File: config.mk
export PLATFORM = sky130hd
export DESIGN_NAME = dclk_ctrl
export DESIGN_NICKNAME = d
export VERILOG_FILES = /design/src/rtl/dclk_ctrl.sv
export SDC_FILE = /design/constraint.sdc
export NUM_CORES = 1
export LEC_CHECK = 0
export CAP_MARGIN = 20
export CORE_AREA = 3 3 40 42
export DETAILED_ROUTE_END_ITERATION = 8
export DIE_AREA = 0 0 43 45
export GPL_TIMING_DRIVEN = 0
export SYNTH_ARGS = -nofsm -noshare
export SYNTH_HDL_FRONTEND = slang
export SYNTH_SLANG_ARGS = --single-unit
File: constraint.sdc
create_clock -name clk -period 0.8 [get_ports clk]
set_input_delay 0.2 -clock clk [delete_from_list [all_inputs] [get_ports clk]]
set_output_delay 0.2 -clock clk [all_outputs]
set_load 0.05 [all_outputs]
File: src/rtl/dclk_ctrl.sv
// Timebase and set-mode control for the digital clock: divides clk into a seconds
// enable, chains counter wraps into minute/hour enables, and handles push-button time set.
module dclk_ctrl #(
  parameter int TICK_DIV = 4
) (
  input  logic clk,
  input  logic rst,
  input  logic timeset,
  input  logic minadv,
  input  logic hradv,
  input  logic sec_wrap,
  input  logic min_wrap,
  output logic sec_en,
  output logic min_en,
  output logic hr_en,
  output logic sec_clr,
  output logic set_mode
);

  localparam int CW = (TICK_DIV > 1) ? $clog2(TICK_DIV) : 1;
  localparam logic [CW-1:0] CNT_MAX = CW'(TICK_DIV - 1);

  typedef enum logic [0:0] {
    RUN = 1'b0,
    SET = 1'b1
  } state_t;

  state_t        state_r, state_nxt_s;
  logic [CW-1:0] cnt_r, cnt_nxt_s;
  logic [1:0]    ts_sync_r;
  logic [2:0]    min_sync_r, hr_sync_r;   // [1:0] synchronizer, [2] previous value
  logic          min_pulse_s, hr_pulse_s, tick_s;
  logic          sec_en_r, min_en_r, hr_en_r, sec_clr_r, set_mode_r;
  logic          sec_en_nxt_s, min_en_nxt_s, hr_en_nxt_s, sec_clr_nxt_s, set_mode_nxt_s;

  assign min_pulse_s = min_sync_r[1] & ~min_sync_r[2];
  assign hr_pulse_s  = hr_sync_r[1] & ~hr_sync_r[2];
  assign tick_s      = (state_r == RUN) && (cnt_r == CNT_MAX);

  // Two-flop synchronizers plus edge-detect history for the buttons.
  always_ff @(posedge clk or negedge rst) begin
    if (!rst) begin
      ts_sync_r  <= 2'b00;
      min_sync_r <= 3'b000;
      hr_sync_r  <= 3'b000;
    end else begin
      ts_sync_r  <= {ts_sync_r[0], timeset};
      min_sync_r <= {min_sync_r[1:0], minadv};
      hr_sync_r  <= {hr_sync_r[1:0], hradv};
    end
  end

  // Next state, prescaler and output values, all derived from the pre-edge state.
  always_comb begin
    state_nxt_s   = RUN;
    cnt_nxt_s     = {CW{1'b0}};
    sec_en_nxt_s  = 1'b0;
    min_en_nxt_s  = 1'b0;
    hr_en_nxt_s   = 1'b0;
    sec_clr_nxt_s = 1'b0;
    case (state_r)
      RUN: begin
        state_nxt_s = ts_sync_r[1] ? SET : RUN;
        if (cnt_r >= CNT_MAX) begin
          cnt_nxt_s = {CW{1'b0}};
        end else begin
          cnt_nxt_s = cnt_r + CW'(1);
        end
        sec_en_nxt_s = tick_s;
        min_en_nxt_s = sec_wrap;
        hr_en_nxt_s  = min_wrap;
      end
      SET: begin
        // Wraps are dropped here so a minute rollover while setting never carries.
        state_nxt_s   = ts_sync_r[1] ? SET : RUN;
        cnt_nxt_s     = {CW{1'b0}};
        min_en_nxt_s  = min_pulse_s;
        hr_en_nxt_s   = hr_pulse_s;
        sec_clr_nxt_s = ~ts_sync_r[1];
      end
      default: begin
        state_nxt_s = RUN;
        cnt_nxt_s   = {CW{1'b0}};
      end
    endcase
    set_mode_nxt_s = (state_nxt_s == SET);
  end

  // State, prescaler and registered outputs.
  always_ff @(posedge clk or negedge rst) begin
    if (!rst) begin
      state_r    <= RUN;
      cnt_r      <= {CW{1'b0}};
      sec_en_r   <= 1'b0;
      min_en_r   <= 1'b0;
      hr_en_r    <= 1'b0;
      sec_clr_r  <= 1'b0;
      set_mode_r <= 1'b0;
    end else begin
      state_r    <= state_nxt_s;
      cnt_r      <= cnt_nxt_s;
      sec_en_r   <= sec_en_nxt_s;
      min_en_r   <= min_en_nxt_s;
      hr_en_r    <= hr_en_nxt_s;
      sec_clr_r  <= sec_clr_nxt_s;
      set_mode_r <= set_mode_nxt_s;
    end
  end

  assign sec_en   = sec_en_r;
  assign min_en   = min_en_r;
  assign hr_en    = hr_en_r;
  assign sec_clr  = sec_clr_r;
  assign set_mode = set_mode_r;

endmodule

==> results of run 1 <==
-- worst paths after layout --
path / from / to / slack (ns) / depth (start not counted)
hold reg to reg: min_sync_r[0] / min_sync_r[1] / 0.37 / 0
setup reg to reg: set_mode / cnt_r[1] / -0.14 / 3
min in group clk: timeset / ts_sync_r[0] / 0.35 / 1
setup / recovery: set_mode / set_mode / -0.24 / 1
hold / removal: rst / min_sync_r[1] / 0.04 / 1
max in group asynchronous: rst / cnt_r[0] / 0.33 / 1
-- area by class of cell --
type	instances	area, µm²	area share
timing repair buffer	13	143	0.207
clock buffer	4	26.3	0.0381
sequential	15	378	0.548
inverter	2	7.51	0.0109
tap	15	18.8	0.0272
multi-input combinational	9	116	0.169
-- metrics by stage --
stage	util	cell area (µm²)
floorplan	-	442
global placement	0.444	571
detailed placement	0.444	571
CTS	0.501	644
global route	0.537	689
finish	0.537	689
-- registers in the layout (all words and copies together), names as in the netlist --
name / cells
hr_en: 1
cnt_r: 2
sec_en: 1
sec_clr: 1
ts_sync_r: 2
min_en: 1
set_mode: 1
min_sync_r: 3
hr_sync_r: 3
-- logic make-up (layout without fill, tap and decap cells) --
| kind of cell | count (synthesis) | count (layout) |
|---|---|---|
| buffers and inverters | 2 | 19 |
| DFF | 15 | 15 |
| AOI/OAI and AO/OA | 2 | 2 |
| adders and majority gates | 1 | 1 |
| and+or+nand+nor | 6 | 6 |
-- routing by layer --
layer  up-vias  track usage  part of all wire
li1        118            -                 -
met1       133       0.0933              0.37
met2         9        0.168              0.54
met3         0       0.0398             0.079
met4         0       0.0723                 0
met5         -            0                 0
-- layout by cell type (no fill, tap or decap), drive strengths merged --
master,Yosys,layout
o22ai,2,2
buf,0,7
and2b,1,1
clkdlybuf4s50,0,5
nor2b,2,2
inv,2,2
dfrtp,15,15
ha,1,1
clkbuf,0,4
nand2,2,2
nor3,1,1
dlygate4sd2,0,1
-- report_power, final --
group          switching [mW]  internal (mW)
sequential             0.0340          0.806
combinational           0.104         0.0996
clock                   0.216          0.193
-- repair_timing --
item	in CTS	in global routing
buffers inserted	2	1
gates resized for setup	41	12
setup endpoints to repair	9	11
pin swaps	1	3
cloned	0	0
==> results.py, run 1 <==
metrics = {
    "synth": {
        "ys_warn_count": 0,
        "synth_top_area_frac": 0.852,
        "synth_edf_count": 0,
        "synth_most_common_cell": "dfrtp_1",
        "synthTopCellsByCount": "dfrtp_1, inv_1, nand2_1, nor2b_1, o22ai_1",
        "synth_compound_area_frac": 0.0284,
        "ys.flop_type": "dfrtp_1",
        "synthSimpleGateAreaFrac": 0.0739,
        "synth-async-reset-ratio": 1.00,
        "synth_top_family_by_area": "simple AND/OR/NAND/NOR gates",
        "avgSynthCellArea_um2": 16.9,
        "ys_seq_area_frac": 0.852,
        "synthXorXnorAreaFrac": 0,
        "synth_cells": 26,
        "yosys-top-cells-area": "dfrtp_1, ha_1, nor2b_1",
        "netlist_area_um2": 440,
        "synth_cell_type_count": 8,
        "synth-adder-area-share": 0.0284,
        "syn_nets": 34,
        "ys_ff_latch": 15,
        "synthMuxAreaShare": 0,
        "yosysTopAreaCell": "dfrtp_1",
    },
    "clock_network": {
        "clockRootBuffer": "clkbuf_4",
        "clock_latency_ns": 0.27,
        "cts-hold-fix-buffers": 0,
        "cts_buffers": 3,
        "cts_sinks": 15,
        "clockBufferDepth": 2,
        "h-tree-depth": 1,
        "clk_pin_slew_ns": 0.08,
        "cts_tree": "done",
    },
    "floorplanning": {
        "rows": 13,
        "start_util": 0.343,
        "io_pins": 12,
        "die_area_um2": 1940,
        "core_area_um2": 1280,
        "dieHeight_um": 45,
        "die_x_um": 43,
    },
    "worst_setup_path": {
        "crit_required_ns": 0.60,
        "cp-end-kind": "primary output",
        "path_class": "register to primary output",
        "cp_max_fo": 2,
        "worst-path-buf-inv": 1,
        "critical_path.max_stage_delay_ns": 0.42,
        "cpLargestDelayFamily": "flip-flops",
        "critPathArrivalTime_ns": 0.84,
        "slowest_stage": "dfrtp_2",
        "crit_path_cell_trace": "buf_6",
        "startpoint_type": "register",
    },
    "route": {
        "avgRoutedWirePerCell_um": 12.2,
        "ant_nets": 0,
        "drtIter0Drc": 1,
        "num_vias": 260,
        "drc_errors": 0,
        "via_per_inst": 4.48,
        "drtPass1Iterations": 2,
        "drt_wl_total_um": 707,
    },
    "pwr": {
        "leakage_nw": 0.318,
        "ir_drop_v": 0.00106,
        "powerDensity_nw_per_um2": 2110,
        "p_total_mw": 1.45,
    },
    "layout": {
        "final_cells": 58,
        "fin_nets": 52,
        "area_growth_pct": 56.5,
        "fillers": 104,
        "drive_above_1_share": 0.442,
        "antenna_cells": 0,
    },
    "placed_design": {
        "port_buffers": 11,
        "place_congestion": 0.534,
        "post-place-cells": 52,
        "place_ws_ns": -0.648,
    },
    "grt": {
        "antenna_found_initial": 0,
        "grt_pass1_vias": 298,
        "grt-ovfl-total": 0,
        "grt_max_degree": 16,
        "grt_pass1_wl_um": 1280,
        "grtUsageTotal": 0.0973,
    },
    "sta": {
        "period_needed_ns": 1.04,
        "report.final.slew_viol_count": 0,
        "hold_ws_ns": 0.0378,
        "setup_ws_ns": -0.241,
        "timing.final.crit_share": 1.30,
        "setup_viol": 11,
        "hold_viol_final": 0,
        "rsz0062_at_grt": "yes",
        "tightest_slew_ns": 0.612,
        "fin_worst_skew_ns": 0.00408,
        "fin_tns_setup_ns": -1.66,
        "relSlewSlack": 0.592,
        "fmaxAchievable_mhz": 961,
    },
    "flow_run": {
        "maxCapViolations": 0,
    },
    "status": {
        "violations": "setup timing",
        "outcome": "finished, violations left",
    },
    "worst_hold_path": {
        "hold_class": "primary input to asynchronous set/reset pin",
    },
}
(Power assumes the default switching activity.)
==> inputs of run 2 (changes only) <==
--- a/config.mk
+++ b/config.mk
@@ -9,7 +9,6 @@
 export CORE_AREA = 3 3 40 42
 export DETAILED_ROUTE_END_ITERATION = 8
 export DIE_AREA = 0 0 43 45
-export GPL_TIMING_DRIVEN = 0
 export SYNTH_ARGS = -nofsm -noshare
 export SYNTH_HDL_FRONTEND = slang
 export SYNTH_SLANG_ARGS = --single-unit
==> run 2 against run 1 <==
Effect of this change: the flow still finishes with violations (setup timing); routed wire length down 4.2%; cell count grew 1.7%; sequential power is essentially flat; clock skew fell by 0.0027 ns; largest cell class unchanged; critical path depth unchanged; final area increased by 0.91%; critical path type unchanged; fmax is 0.79% lower.
==> results.py, run 2 (synthesis results as in run 1) <==
metrics = {
    "status": {
        "outcome": "finished, violations left",
        "violations": "setup timing",
    },
    "clock_network": {
        "cts_buffers": 3,
        "clock_latency_ns": 0.27,
        "clockRootBuffer": "clkbuf_4",
        "h-tree-depth": 1,
        "cts_sinks": 15,
        "clockBufferDepth": 2,
        "cts_tree": "done",
        "cts-hold-fix-buffers": 0,
        "clk_pin_slew_ns": 0.08,
    },
    "floorplanning": {
        "die_x_um": 43,
        "rows": 13,
        "start_util": 0.343,
        "dieHeight_um": 45,
        "die_area_um2": 1940,
        "io_pins": 12,
        "core_area_um2": 1280,
    },
    "sta": {
        "setup_ws_ns": -0.249,
        "fmaxAchievable_mhz": 953,
        "rsz0062_at_grt": "yes",
        "hold_viol_final": 0,
        "setup_viol": 11,
        "tightest_slew_ns": 0.137,
        "relSlewSlack": 0.909,
        "timing.final.crit_share": 1.31,
        "fin_worst_skew_ns": 0.00139,
        "report.final.slew_viol_count": 0,
        "period_needed_ns": 1.05,
    },
    "layout": {
        "final_common_cell": "dfrtp_1",
        "final_cells": 59,
        "fin_nets": 53,
        "largestRegisters": "hr_sync_r (3), min_sync_r (3)",
        "final_util": 0.541,
        "fin_area_um2": 696,
        "fillers": 100,
        "antenna_cells": 0,
        "layout_common_cells": "dfrtp_1, clkdlybuf4s50_1, buf_12",
        "area_growth_pct": 58.0,
        "drive_above_1_share": 0.364,
    },
    "flow_run": {
        "maxCapViolations": 0,
    },
    "worst_setup_path": {
        "critical_path.max_stage_delay_ns": 0.43,
        "cpLargestDelayFamily": "flip-flops",
        "crit_required_ns": 0.60,
        "path_class": "register to primary output",
        "cp-end-kind": "primary output",
        "startpoint_type": "register",
        "slowest_stage": "dfrtp_2",
        "critPathArrivalTime_ns": 0.85,
        "cp_max_fo": 2,
        "worst-path-buf-inv": 1,
        "crit_path_cell_trace": "buf_12",
    },
    "placed_design": {
        "placed_area_um2": 636,
        "post-place-cells": 54,
        "port_buffers": 11,
        "place_ws_ns": -0.136,
        "place_congestion": 0.538,
    },
    "route": {
        "ant_nets": 0,
        "met2WireLength_um": 401,
        "via_per_inst": 4.29,
        "drc_errors": 0,
        "num_vias": 253,
        "avgRoutedWirePerCell_um": 11.5,
        "routed-wl-met3_um": 51,
        "drt_wl_total_um": 677,
        "drtPass1Iterations": 1,
        "drtIter0Drc": 0,
        "dr.max_layer_used": "met3",
        "wl_met1_um": 224,
    },
    "pwr": {
        "ir_drop_v": 0.00122,
        "clkPwrFrac": 0.275,
        "switching_share": 0.236,
        "leakage_nw": 0.320,
        "p_total_mw": 1.45,
        "internal-power_mw": 1.11,
        "combPwrFrac": 0.147,
        "p_sw_mw": 0.341,
        "power_frac_seq": 0.578,
        "powerDensity_nw_per_um2": 2080,
    },
    "grt": {
        "grt_pass1_vias": 302,
        "grt_max_degree": 10,
        "antenna_found_initial": 0,
        "grt_pass1_wl_um": 1180,
        "grt-ovfl-total": 0,
        "grtUsageTotal": 0.0869,
    },
    "worst_hold_path": {
        "hold_class": "primary input to asynchronous set/reset pin",
    },
}
-- run 2: final timing paths --
kind                                from             to  slack (ns)  depth (start not counted)
setup / recovery                set_mode       set_mode       -0.25                          1
hold / removal                       rst         sec_en        0.24                          2
setup reg to reg                cnt_r[1]       cnt_r[1]       -0.09                          2
hold reg to reg            min_sync_r[0]  min_sync_r[1]        0.36                          0
max in group asynchronous            rst       set_mode        0.43                          2
min in group clk           min_sync_r[0]  min_sync_r[1]        0.36                          0
-- run 2: per-layer routing --
| metal | track usage | vias up |
|---|---|---|
| met5 | 0 | - |
| met1 | 0.0825 | 125 |
| met3 | 0.0159 | 0 |
| met2 | 0.162 | 9 |
| li1 | - | 119 |
| met4 | 0.0723 | 0 |
-- run 2: power by group through the flow --
stage	registers, mW	clock network, mW	logic [mW]
finish	0.837	0.398	0.213
global route	0.840	0.447	0.229
CTS	0.837	0.419	0.216
detailed placement	0.850	0	0.194
global placement	0.846	0	0.187
floorplan	0.888	0	0.0245
-- run 2: cell type report --
class	instances	area (µm²)	share of cell area
clock inverters	1	5.00	0.00719
flip-flops and latches	15	377	0.541
inverters	2	7.51	0.0108
well taps	15	18.8	0.0270
repair buffers	14	183	0.263
multi-input cells	9	82.6	0.119
clock buffers	3	22.5	0.0324
-- run 2: repair_timing --
item / 4_1_cts / 5_1_grt
pin swaps: 1 / 0
setup endpoints to repair: 8 / 11
setup buffers: 1 / 1
resized for setup: 4 / 0
-- run 2: metrics by stage --
stage / setup TNS (ns) / hold slack, ns
2_1_floorplan: -0.137 / -0.0956
3_3_place_gp: -0.284 / 0.335
3_5_place_dp: -0.455 / 0.340
4_1_cts: -1.50 / 0.231
5_1_grt: -1.75 / 0.255
6_report: -1.41 / 0.237
